[config.mk]
export PLATFORM = sky130hd
export DESIGN_NAME = channel_event_arbiter
export DESIGN_NICKNAME = d
export VERILOG_FILES = /design/src/rtl/channel_event_arbiter.sv
export SDC_FILE = /design/constraint.sdc
export NUM_CORES = 1
export LEC_CHECK = 0
export ABC_AREA = 1
export CORE_AREA = 2 2 748 750
export DETAILED_ROUTE_END_ITERATION = 10
export DIE_AREA = 0 0 750 752
export PLACE_DENSITY = 0.3
export SLEW_MARGIN = 20
export SYNTH_ARGS = -nofsm -noshare
export SYNTH_HDL_FRONTEND = slang
export SYNTH_SLANG_ARGS = --single-unit
[constraint.sdc]
create_clock -name clk -period 5.5 [get_ports clk]
set_clock_uncertainty 0.05 [all_clocks]
set_input_delay 1.375 -clock clk [delete_from_list [all_inputs] [get_ports clk]]
set_output_delay 1.375 -clock clk [all_outputs]
set_load 0.03 [all_outputs]
[src/rtl/channel_event_arbiter.sv]
// Round-robin arbiter funnelling per-channel event words into one shared FIFO.
// A grant cycle is always followed by a HOLD cycle, so a requester has time to drop req.
module channel_event_arbiter #(
    parameter int NUMCHANNELS = 32,
    parameter int WIDTH       = 54,
    parameter int CNT_W       = 16
) (
    input  logic                         clk,
    input  logic                         reset,
    input  logic [NUMCHANNELS-1:0]       channel_req,
    input  logic [NUMCHANNELS*WIDTH-1:0] channel_event,
    input  logic [NUMCHANNELS-1:0]       channel_mask,
    input  logic                         fifo_full,
    output logic [NUMCHANNELS-1:0]       channel_ack,
    output logic                         fifo_write,
    output logic [WIDTH-1:0]             fifo_data,
    output logic [CNT_W-1:0]             events_granted
);

    localparam int PTR_W = (NUMCHANNELS > 1) ? $clog2(NUMCHANNELS) : 1;
    localparam logic [PTR_W:0]   N_EXT = (PTR_W+1)'(NUMCHANNELS);
    localparam logic [PTR_W-1:0] LAST  = PTR_W'(NUMCHANNELS - 1);

    typedef enum logic {ST_ARB, ST_HOLD} state_t;

    state_t                  r_state;
    logic [PTR_W-1:0]        r_ptr;
    logic [NUMCHANNELS-1:0]  r_ack;
    logic                    r_write;
    logic [WIDTH-1:0]        r_data;
    logic [CNT_W-1:0]        r_cnt;

    logic [WIDTH-1:0]        w_words [NUMCHANNELS];
    logic [NUMCHANNELS-1:0]  w_eligible;
    logic [PTR_W:0]          w_idx;
    logic [PTR_W-1:0]        w_winner;
    logic [PTR_W-1:0]        w_ptr_next;
    logic                    w_found;
    logic                    w_grant;

    generate
        for (genvar gi = 0; gi < NUMCHANNELS; gi++) begin : g_words
            assign w_words[gi] = channel_event[gi*WIDTH +: WIDTH];
        end
    endgenerate

    assign w_eligible = channel_req & ~channel_mask;

    // Scan upward from r_ptr with wrap; the first eligible channel wins.
    always_comb begin
        w_found  = 1'b0;
        w_winner = '0;
        w_idx    = '0;
        for (int k = 0; k < NUMCHANNELS; k++) begin
            w_idx = {1'b0, r_ptr} + (PTR_W+1)'(k);
            if (w_idx >= N_EXT) begin
                w_idx = w_idx - N_EXT;
            end
            if (!w_found && w_eligible[w_idx[PTR_W-1:0]]) begin
                w_found  = 1'b1;
                w_winner = w_idx[PTR_W-1:0];
            end
        end
    end

    assign w_ptr_next = (w_winner == LAST) ? '0 : w_winner + PTR_W'(1);
    assign w_grant    = w_found && !fifo_full;

    always_ff @(posedge clk or posedge reset) begin
        if (reset) begin
            r_state <= ST_ARB;
            r_ptr   <= '0;
            r_ack   <= '0;
            r_write <= 1'b0;
            r_data  <= '0;
            r_cnt   <= '0;
        end else begin
            r_ack   <= '0;
            r_write <= 1'b0;
            case (r_state)
                ST_ARB: begin
                    if (w_grant) begin
                        r_ack   <= NUMCHANNELS'(1) << w_winner;
                        r_write <= 1'b1;
                        r_data  <= w_words[w_winner];
                        r_ptr   <= w_ptr_next;
                        r_cnt   <= r_cnt + CNT_W'(1);
                        r_state <= ST_HOLD;
                    end
                end
                ST_HOLD: r_state <= ST_ARB;
                default: r_state <= ST_ARB;
            endcase
        end
    end

    assign channel_ack    = r_ack;
    assign fifo_write     = r_write;
    assign fifo_data      = r_data;
    assign events_granted = r_cnt;

endmodule

==> results.md, run 1 <==
- Status: finished, violations left
- Failing checks: setup timing
- Final Critical Period: 6.20 ns
- Initial DRC Count: 3385
- GR Util All Layers: 16.8%
- Kind of critical path: in -> reg
- Die width: 750 um
- Number of remaining DRC errors: 0
- Critical Path Source: channel_req[30]
- Filler Cells Inserted: 64.6k
- Num CTS Buffers: 13
- IO Port Bufs: 1897
- Vias: 53.0k
- Max-cap violations: 0
- EDFF count, synth: 0
- DR WL/cell: 30.7 um
- Worst Hold Class: reg -> reg
- Core Region: 556000 um^2
- Vias/cell: 3.23
- Worst-Skew Late Latency: 0.58 ns
- Actual slew at the worst max-slew pin: 1.15 ns
- Largest cells by area after synthesis: nand2_1 (45%), nand3_1 (28%), dfrtp_1 (9.5%)
- 1st-pass router iterations: 5
- RSZ-0062 raised after global routing: true
- Commonest cells in the netlist: nand2_1 (3379), nand3_1 (1569), buf_2 (248)
- Max H-tree Level: 3
- Syn Area/Cell: 4.73 um^2
- Largest net degree at the start of global routing: 60
- Placer Congestion: 0.871
- Flops & latches, synth: 108
- Routed wire length: 503000 um
- Die H: 752 um
- Crit path largest cell delay: 0.26 ns
- # rows: 274
- CP arrival: 6.68 ns
- Critical-path maximum fanout: 8
- CTS tree: done
- CTS hold repair buffers: 0
- Relative slew slack: 23.0%
- Vias in the first global route: 54.5k
- Setup WS post-layout: -0.704 ns
- Overflow after GRT: 0
- Highest Clock Rate: 161 MHz
- Most common cell in the netlist: nand2_1
- Slowest-stage cell, CP: clkdlybuf4s15_2
- DP Wirelength: 417000 um
- Yosys warns: 0
- Worst hold start: events_granted[15]$_DFFE_PP0P_
- Synthesized Nets: 7832
- Asr flop ratio synth: 100%
- Synth Flop Type: dfrtp_1
- Starting Density: 5.12%
- Root buf cell: clkbuf_16
- Post-DRT Antenna Nets: 0
- First-pass GRT wire length: 608000 um
- Cells on worst reg2reg path: 40
- Die area: 564000 um^2
- Leading area contributor after synthesis: nand2_1
- Clock transition at path regs: 0.12 ns
- Synth-to-Final Area Change: 178%
- Cell area after synthesis: 28500 um^2
- Share of layout cells above drive strength 1: 29.5%
- Number of antenna violations at the first check in global routing: 253
- Final Core Density: 14.2%
- Tcrit/Tclk final: 113%
- WP data required: 5.97 ns
- Sequential fraction of the synthesis area: 9.50%
- Unique masters post-synth: 47
- FF-to-FF Start: r_ptr[0]$_DFFE_PP0P_
- Hold path depth: 1
- Critical Path End Type: flip-flop
- Clock sink count: 108
- Post-synth top area share: 44.6%
- R2R Setup Slk: -0.64 ns
- Top Ports: 1898
- Synth Instances: 6022
- Number of setup violations in the final report: 93
- Hold Fails Final Rpt: 0
- Final net count: 10.7k
- Max clock buf depth: 3
- Pins Over Slew Limit: 0
- Worst Setup Start Kind: primary input
==> worst max-delay path: cells and delay by family <==
family / cells / cell delay (ns)
buf+inv: 9 / 1.38
simple gates: 30 / 3.82
==> cell families (layout without fill, tap and decap cells) <==
logic type      Yosys count  in the layout  share of synthesized area [%]
buf+inv                 642           3464                           11.1
xor+xnor                 30             30                           1.07
compound gates           98             98                           2.01
flops                   108            108                           9.50
other cells               0             95                              0
mux                       1              1                         0.0352
simple gates           5128           5128                           75.7
fa+ha+maj                15             15                          0.660
==> final timing paths <==
| path | to |
|---|---|
| worst max-delay path | fifo_data[38]$_DFFE_PP0P_ |
| worst min-delay path | events_granted[15]$_DFFE_PP0P_ |
| worst max register to register | fifo_data[38]$_DFFE_PP0P_ |
| worst min register to register | events_granted[15]$_DFFE_PP0P_ |
| max in group asynchronous | fifo_data[35]$_DFFE_PP0P_ |
| min in group asynchronous | events_granted[6]$_DFFE_PP0P_ |
==> placed cells by master, fill, tap and decap left out, drive strengths merged, types with 5 or more instances in the layout <==
master,n
bufbuf,18
nand2,3386
o21a,11
o21ai,65
ha,15
inv,166
clkbuf,32
clkdlybuf4s50,1813
nor3,6
clkdlybuf4s15,27
nand4,31
nor2,123
dlygate4sd2,28
xnor2,6
buf,1372
a31oi,5
dfrtp,108
diode,95
nand3,1578
xor2,24
==> final cells by class <==
type                       instances  area [um^2]  area share (%)
clock buffer                      13          325           0.412
timing repair inverter             1         7.51         0.00950
inverter                         169          726           0.919
sequential                       108         2710            3.42
antenna                           95          238           0.301
timing repair buffer            3277        36400            46.1
multi-input combinational       5272        29200            37.0
clock inverter                     4         53.8          0.0681
tap                             7452         9320            11.8
==> layer usage <==
| metal | up-vias | track usage [%] | routed length [um] |
|---|---|---|---|
| met5 | - | 0 | 696 |
| met4 | 112 | 1.67 | 6690 |
| met3 | 355 | 4.69 | 37200 |
| met2 | 2034 | 29.9 | 247000 |
| met1 | 25339 | 20.7 | 212000 |
| li1 | 25154 | - | - |
==> registers in the layout, summed over array words and instances, names as in the netlist <==
name / count
channel_ack: 32
r_ptr: 5
r_state: 1
events_granted: 16
fifo_data: 54
==> stage by stage <==
stage                     setup slack, ns  instance area, um^2  hold WS, ns  cells  setup TNS [ns]
after floorplan                     0.103                28500        0.599   6022               0
after global placement              -2.66                64600        0.411  15863         -196.07
after detailed placement            -2.45                64600        0.413  15863         -175.79
after CTS                          -0.671                75600        0.430  16198          -34.91
after global routing               -0.972                78800        0.442  16333          -68.80
final                              -0.704                79000        0.425  16391          -42.36
==> timing repair <==
| item | 4_1_cts | 5_1_grt |
|---|---|---|
| gates resized for setup | 1653 | 534 |
| cloned | 56 | 16 |
| setup endpoints to repair | 96 | 95 |
| pin swaps | 271 | 147 |
| endpoints found under the hold margin | 0 | 0 |
| buffers inserted | 301 | 118 |
Power of run 1 is not shown: default switching activity piles up to over one toggle a cycle in this logic, so the estimate is an artifact.
==> run 2, diff against run 1 <==
--- a/config.mk
+++ b/config.mk
@@ -6,6 +6,7 @@
 export NUM_CORES = 1
 export LEC_CHECK = 0
 export ABC_AREA = 1
+export ABC_CLOCK_PERIOD_IN_PS = 5500
 export CORE_AREA = 2 2 748 750
 export DETAILED_ROUTE_END_ITERATION = 10
 export DIE_AREA = 0 0 750 752
==> results of run 2 <==
Final layout, timing and power as in run 1 (identical DEF).
Power of run 2 is left out for the same reason.
